--- src/rtl/gray_count_sequencer.sv ---
// gray_count_sequencer
// Runs a bounded, restartable N-bit counter and presents it in binary and Gray form.
// A start in IDLE loads a binary start value and a step count. The counter then
// advances once per cycle, and pause can stall it. The run finishes with a one-cycle
// DONE, or a stop aborts it early. All outputs are registered. The Gray register
// loads from the next binary value, so it never lags bin_out.
module gray_count_sequencer #(
  parameter int N = 4
) (
  input  logic         clk,
  input  logic         reset_ah_in,
  input  logic         start_in,
  input  logic         stop_in,
  input  logic         pause_in,
  input  logic [N-1:0] start_val_in,
  input  logic [N-1:0] len_in,
  output logic [N-1:0] bin_out,
  output logic [N-1:0] gray_out,
  output logic         step_out,
  output logic         busy_out,
  output logic         done_out,
  output logic         abort_out
);

  typedef enum logic [1:0] {
    ST_IDLE = 2'd0,
    ST_RUN  = 2'd1,
    ST_DONE = 2'd2
  } state_t;

  localparam logic [N-1:0] C_ZERO = '0;
  localparam logic [N-1:0] C_ONE  = N'(1);

  state_t       r_state;
  logic [N-1:0] r_bin;
  logic [N-1:0] r_gray;
  logic [N-1:0] r_rem;
  logic         r_step;
  logic         r_busy;
  logic         r_done;
  logic         r_abort;

  state_t       w_state_next;
  logic [N-1:0] w_bin_next;
  logic [N-1:0] w_gray_next;
  logic [N-1:0] w_rem_next;
  logic         w_step_next;
  logic         w_busy_next;
  logic         w_done_next;
  logic         w_abort_next;

  // Next-state and next-output decode; RUN priority is stop, then pause, then count.
  always_comb begin
    w_state_next = r_state;
    w_bin_next   = r_bin;
    w_rem_next   = r_rem;
    w_step_next  = 1'b0;
    w_done_next  = 1'b0;
    w_abort_next = 1'b0;
    case (r_state)
      ST_IDLE: begin
        // stop/pause carry no meaning here, so a start alongside them still loads
        if (start_in) begin
          w_bin_next = start_val_in;
          w_rem_next = len_in;
          if (len_in == C_ZERO) begin
            w_state_next = ST_DONE;
            w_done_next  = 1'b1;
          end else begin
            w_state_next = ST_RUN;
          end
        end
      end
      ST_RUN: begin
        if (stop_in) begin
          w_state_next = ST_IDLE;
          w_abort_next = 1'b1;
        end else if (!pause_in) begin
          w_bin_next  = r_bin + C_ONE;
          w_rem_next  = r_rem - C_ONE;
          w_step_next = 1'b1;
          // the increment that consumes the last step also lands in DONE
          if (r_rem == C_ONE) begin
            w_state_next = ST_DONE;
            w_done_next  = 1'b1;
          end
        end
      end
      ST_DONE: begin
        w_state_next = ST_IDLE;
      end
      default: begin
        w_state_next = ST_IDLE;
      end
    endcase
  end

  // Derived next values: Gray comes from next-bin, busy covers RUN and DONE.
  always_comb begin
    w_gray_next = w_bin_next ^ (w_bin_next >> 1);
    w_busy_next = (w_state_next != ST_IDLE);
  end

  // State and output registers; reset clears everything without any done/abort pulse.
  always_ff @(posedge clk) begin
    if (reset_ah_in) begin
      r_state <= ST_IDLE;
      r_bin   <= '0;
      r_gray  <= '0;
      r_rem   <= '0;
      r_step  <= 1'b0;
      r_busy  <= 1'b0;
      r_done  <= 1'b0;
      r_abort <= 1'b0;
    end else begin
      r_state <= w_state_next;
      r_bin   <= w_bin_next;
      r_gray  <= w_gray_next;
      r_rem   <= w_rem_next;
      r_step  <= w_step_next;
      r_busy  <= w_busy_next;
      r_done  <= w_done_next;
      r_abort <= w_abort_next;
    end
  end

  assign bin_out   = r_bin;
  assign gray_out  = r_gray;
  assign step_out  = r_step;
  assign busy_out  = r_busy;
  assign done_out  = r_done;
  assign abort_out = r_abort;

endmodule

--- config.mk ---
export PLATFORM = sky130hd
export DESIGN_NAME = gray_count_sequencer
export DESIGN_NICKNAME = d
export VERILOG_FILES = /design/src/rtl/gray_count_sequencer.sv
export SDC_FILE = /design/constraint.sdc
export NUM_CORES = 1
export LEC_CHECK = 0
export ABC_AREA = 1
export CORE_ASPECT_RATIO = 1.2
export CORE_MARGIN = 2
export CORE_UTILIZATION = 46
export CTS_BUF_LIST = sky130_fd_sc_hd__clkbuf_16
export DETAILED_ROUTE_END_ITERATION = 7
export PLACE_DENSITY_LB_ADDON = 0.08
export SLEW_MARGIN = 0
export SYNTH_ARGS = -nofsm -noshare
export SYNTH_HDL_FRONTEND = slang
export SYNTH_SLANG_ARGS = --single-unit
--- constraint.sdc ---
create_clock -name clk -period 1.55 [get_ports clk]
set_input_delay 0.155 -clock clk [delete_from_list [all_inputs] [get_ports clk]]
set_output_delay 0.155 -clock clk [all_outputs]
set_load 0.01 [all_outputs]
==> impl_metrics.xml, run 1 <==
<?xml version="1.0" encoding="UTF-8"?>
<metrics>
  <group name="outcome">
    <metric name="run_status" unit="">finished, final reports clean</metric>
  </group>
  <group name="yosys">
    <metric name="syn_nets" unit="">147</metric>
    <metric name="synth_cell_type_count" unit="">22</metric>
    <metric name="yosys_register_bits" unit="">17</metric>
    <metric name="netlist.top_cell.by_area" unit="">sky130_fd_sc_hd__dfxtp_1</metric>
    <metric name="mappedNetlistArea" unit="µm²">917.1</metric>
    <metric name="synth.yosys.seq_area_share" unit="%">37.11</metric>
    <metric name="synth.top_cells.by_area" unit="">sky130_fd_sc_hd__dfxtp_1 37%, sky130_fd_sc_hd__nand2_1 14%, sky130_fd_sc_hd__inv_1 5.7%, sky130_fd_sc_hd__nor2_1 5.7%, sky130_fd_sc_hd__a21oi_1 5.5%</metric>
    <metric name="synth-warning-count" unit="">0</metric>
    <metric name="number_of_enable_flip_flop_cells_after_synthesis" unit="">0</metric>
    <metric name="main_flop_type_after_synthesis" unit="">sky130_fd_sc_hd__dfxtp_1</metric>
    <metric name="yosysTopAreaCellShare" unit="%">37.11</metric>
    <metric name="synthesis.instances" unit="">131</metric>
    <metric name="synth_commonest_cells" unit="">35 x sky130_fd_sc_hd__nand2_1, 17 x sky130_fd_sc_hd__dfxtp_1, 14 x sky130_fd_sc_hd__inv_1, 14 x sky130_fd_sc_hd__nor2_1, 10 x sky130_fd_sc_hd__a21oi_1</metric>
    <metric name="synth-async-reset-ratio" unit="%">0</metric>
    <metric name="post_synth.cell_area_avg" unit="µm²">7.001</metric>
    <metric name="most_repeated_cell_in_the_gate_level_netlist_after_synthesis" unit="">sky130_fd_sc_hd__nand2_1</metric>
  </group>
  <group name="worst_setup_path">
    <metric name="timing.critical_path.max_delay_family" unit="">buffers and inverters</metric>
    <metric name="endpoint_kind" unit="">output pin</metric>
    <metric name="regToRegStartpoint" unit="">r_state[0]</metric>
    <metric name="r2r.worst_path.cells" unit="">9</metric>
    <metric name="number_of_cells_on_the_critical_path" unit="">1</metric>
    <metric name="path_class" unit="">reg -&gt; out</metric>
    <metric name="crit_path_arrival_time" unit="ns">1.28</metric>
    <metric name="timing.critical_path.slowest_stage_cell" unit="">sky130_fd_sc_hd__clkdlybuf4s50_1</metric>
    <metric name="crit_path_max_fanout" unit="">7</metric>
    <metric name="path_cells" unit="">clkdlybuf4s50_1</metric>
    <metric name="critPathBufInv" unit="">1</metric>
    <metric name="worst_setup_path_start_kind" unit="">flip-flop</metric>
    <metric name="cp.required" unit="ns">1.39</metric>
    <metric name="worst_setup_path_startpoint" unit="">bin_out[0]</metric>
    <metric name="crit_path_max_incr_delay" unit="ns">0.58</metric>
  </group>
  <group name="sta">
    <metric name="final_max_slew_viol_count" unit="">0</metric>
    <metric name="finalHoldViolations" unit="">0</metric>
    <metric name="setup_viol" unit="">0</metric>
    <metric name="worstMarginPinSlew" unit="ns">0.3135</metric>
    <metric name="layout_worst_path_cycle_share" unit="%">92.41</metric>
    <metric name="fin_worst_skew" unit="ns">0.002457</metric>
    <metric name="finalWorstPathRequiredPeriod" unit="ns">1.432</metric>
    <metric name="final.setup.tns" unit="ns">0</metric>
    <metric name="max_freq" unit="MHz">698.1</metric>
    <metric name="rsz_0062_raised_after_global_routing" unit="">no</metric>
    <metric name="fin_hold_ws" unit="ns">0.5048</metric>
    <metric name="relSlewSlack" unit="%">79.10</metric>
  </group>
  <group name="cts">
    <metric name="post_cts_resized" unit="">0</metric>
    <metric name="tritoncts_num_sinks" unit="">17</metric>
    <metric name="cts_max_path_buffers" unit="">2</metric>
    <metric name="cell_chosen_for_the_clock_root" unit="">sky130_fd_sc_hd__clkbuf_16</metric>
    <metric name="tritoncts.num_buffers" unit="">3</metric>
    <metric name="clock_tree_from_tritoncts" unit="">yes</metric>
    <metric name="cts_hold_fix_bufs" unit="">0</metric>
    <metric name="cts-htree-levels" unit="">1</metric>
    <metric name="cts_post_setup_buffers_inserted" unit="">0</metric>
    <metric name="worst_skew_pair.late_latency" unit="ns">0.25</metric>
    <metric name="clkTransAtPathRegs" unit="ns">0.05</metric>
  </group>
  <group name="routing">
    <metric name="ant_nets" unit="">0</metric>
    <metric name="detail_route.vias_per_cell" unit="">5.135</metric>
    <metric name="vias" unit="">914</metric>
    <metric name="route.detailed.drc" unit="">0</metric>
    <metric name="wirelength_routed" unit="µm">2061</metric>
    <metric name="drt_pass1_iterations" unit="">4</metric>
    <metric name="post_drt_wl_per_cell" unit="µm">11.58</metric>
    <metric name="starting_drc_count_in_detailed_routing" unit="">17</metric>
  </group>
  <group name="pwr">
    <metric name="peakVddDrop" unit="mV">0.5813</metric>
    <metric name="p_total" unit="mW">1.308</metric>
    <metric name="p_leak" unit="nW">0.5668</metric>
    <metric name="power_density" unit="nW/µm²">1037</metric>
  </group>
  <group name="cells_and_area">
    <metric name="design.final.nets" unit="">176</metric>
    <metric name="final_cell_area" unit="µm²">1261</metric>
    <metric name="fillerInstances" unit="">167</metric>
    <metric name="layout.area.seq" unit="µm²">340.3</metric>
    <metric name="area_growth" unit="%">37.52</metric>
    <metric name="multiInputGateArea" unit="µm²">501.7</metric>
    <metric name="fin_cells" unit="">178</metric>
    <metric name="drive_gt1_share" unit="%">15.09</metric>
    <metric name="antenna_cells" unit="">0</metric>
  </group>
  <group name="grt">
    <metric name="grt_pass1_wl" unit="µm">3622</metric>
    <metric name="number_of_antenna_violations_at_the_first_check_in_global_routing" unit="">0</metric>
    <metric name="overflow" unit="">0</metric>
    <metric name="global_route.usage.total" unit="%">21.03</metric>
    <metric name="largest_net_degree_at_the_start_of_global_routing" unit="">11</metric>
    <metric name="vias_in_the_first_global_route" unit="">881</metric>
  </group>
  <group name="floorplan">
    <metric name="die_h" unit="µm">52.92</metric>
    <metric name="die_width" unit="µm">44.76</metric>
    <metric name="floorplan_row_count" unit="">17</metric>
    <metric name="initial_utilization" unit="%">49.56</metric>
    <metric name="number_of_i_o_pins" unit="">25</metric>
    <metric name="die-area" unit="µm²">2368</metric>
    <metric name="design.core.area" unit="µm²">1851</metric>
  </group>
  <group name="placed_design">
    <metric name="dp.final_hpwl" unit="µm">1580</metric>
    <metric name="dp.cells" unit="">174</metric>
    <metric name="routabilityCongestion" unit="">0.8603</metric>
    <metric name="numPortBuffers" unit="">24</metric>
    <metric name="dpl_cell_area" unit="µm²">1181</metric>
  </group>
  <group name="min_path">
    <metric name="hold_path.startpoint" unit="">r_rem[1]</metric>
    <metric name="min_path_cells" unit="">2</metric>
    <metric name="class_of_the_worst_hold_path" unit="">reg -&gt; reg</metric>
  </group>
  <group name="flow_run">
    <metric name="max_cap_violations" unit="">0</metric>
  </group>
</metrics>
## per-layer routing
layer	wire, µm	vias to the layer above	track usage [%]
li1	-	469	-
met4	23	0	7.576
met5	0	-	0
met1	863	424	23.94
met3	82	4	3.072
met2	1092	17	38.65
## state kept, by name (all words and copies together), names as in the netlist
signal,flops
abort_out,1
bin_out,4
gray_out,3
r_rem,4
busy_out,1
step_out,1
done_out,1
r_state,2
## cell families (layout without fill, tap and decap cells)
kind of cell / Yosys count / in the layout / share of synthesized area, %
compound gates: 21 / 21 / 13.92
flops: 17 / 17 / 37.11
buf+inv: 19 / 47 / 8.185
simple gates: 70 / 70 / 35.75
fa+ha+maj: 3 / 3 / 4.093
xor+xnor: 1 / 1 / 0.9552
## worst paths after layout
kind | endpoint | slack, ns
max reg2reg | gray_out[0] | 0.21
min | r_rem[1] | 0.50
max | bin_out[0] | 0.12
min reg2reg | r_rem[1] | 0.50
## through the flow
stage	util, %	setup WS (ns)
6_report	68.15	0.1176
5_1_grt	68.15	0.07091
4_1_cts	68.15	0.1171
3_5_place_dp	63.83	0.04905
3_3_place_gp	63.83	0.05366
2_1_floorplan	-	0.3657
## tightest hold or removal path, delay by kind of cell, from the launching register on
kind	cells	cell delay (ns)
AO/OA/AOI/OAI	1	0.06
buffers and inverters	1	0.09
flip-flops	1	0.31
## power breakdown
group | total, mW | internal [mW] | switching, mW
clock | 0.519 | 0.345 | 0.174
combinational | 0.287 | 0.138 | 0.150
sequential | 0.501 | 0.473 | 0.0277
## layout by cell type, fill, tap and decap left out, drive strengths merged
cell            n
dfxtp          17
buf             1
nor2           20
nand3           5
inv            18
a21oi          11
xnor2           1
clkbuf          3
or2             1
nor3            4
o21ai          10
nand2          38
ha              3
clkinv          1
nand3b          1
nand4           1
clkdlybuf4s50  24
## final cells by class
| class | count | share of cell area [%] |
|---|---|---|
| Clock buffer | 3 | 5.952 |
| Clock inverter | 1 | 0.3968 |
| Inverter | 18 | 5.357 |
| Multi-Input combinational cell | 95 | 39.78 |
| Sequential cell | 17 | 26.98 |
| Tap cell | 19 | 1.885 |
| Timing Repair Buffer | 25 | 19.64 |
(Power assumes the default switching activity.)
==> run 2: changes to the inputs <==
- CAP_MARGIN: not set -> 10
==> results of run 2 <==
The final DEF is identical to that of run 1; final timing and power are the same.
==> run 3: changes to the inputs <==
- SKIP_LAST_GASP: not set -> 1
==> results of run 3 <==
The final DEF is identical to that of run 1; final timing and power are the same.
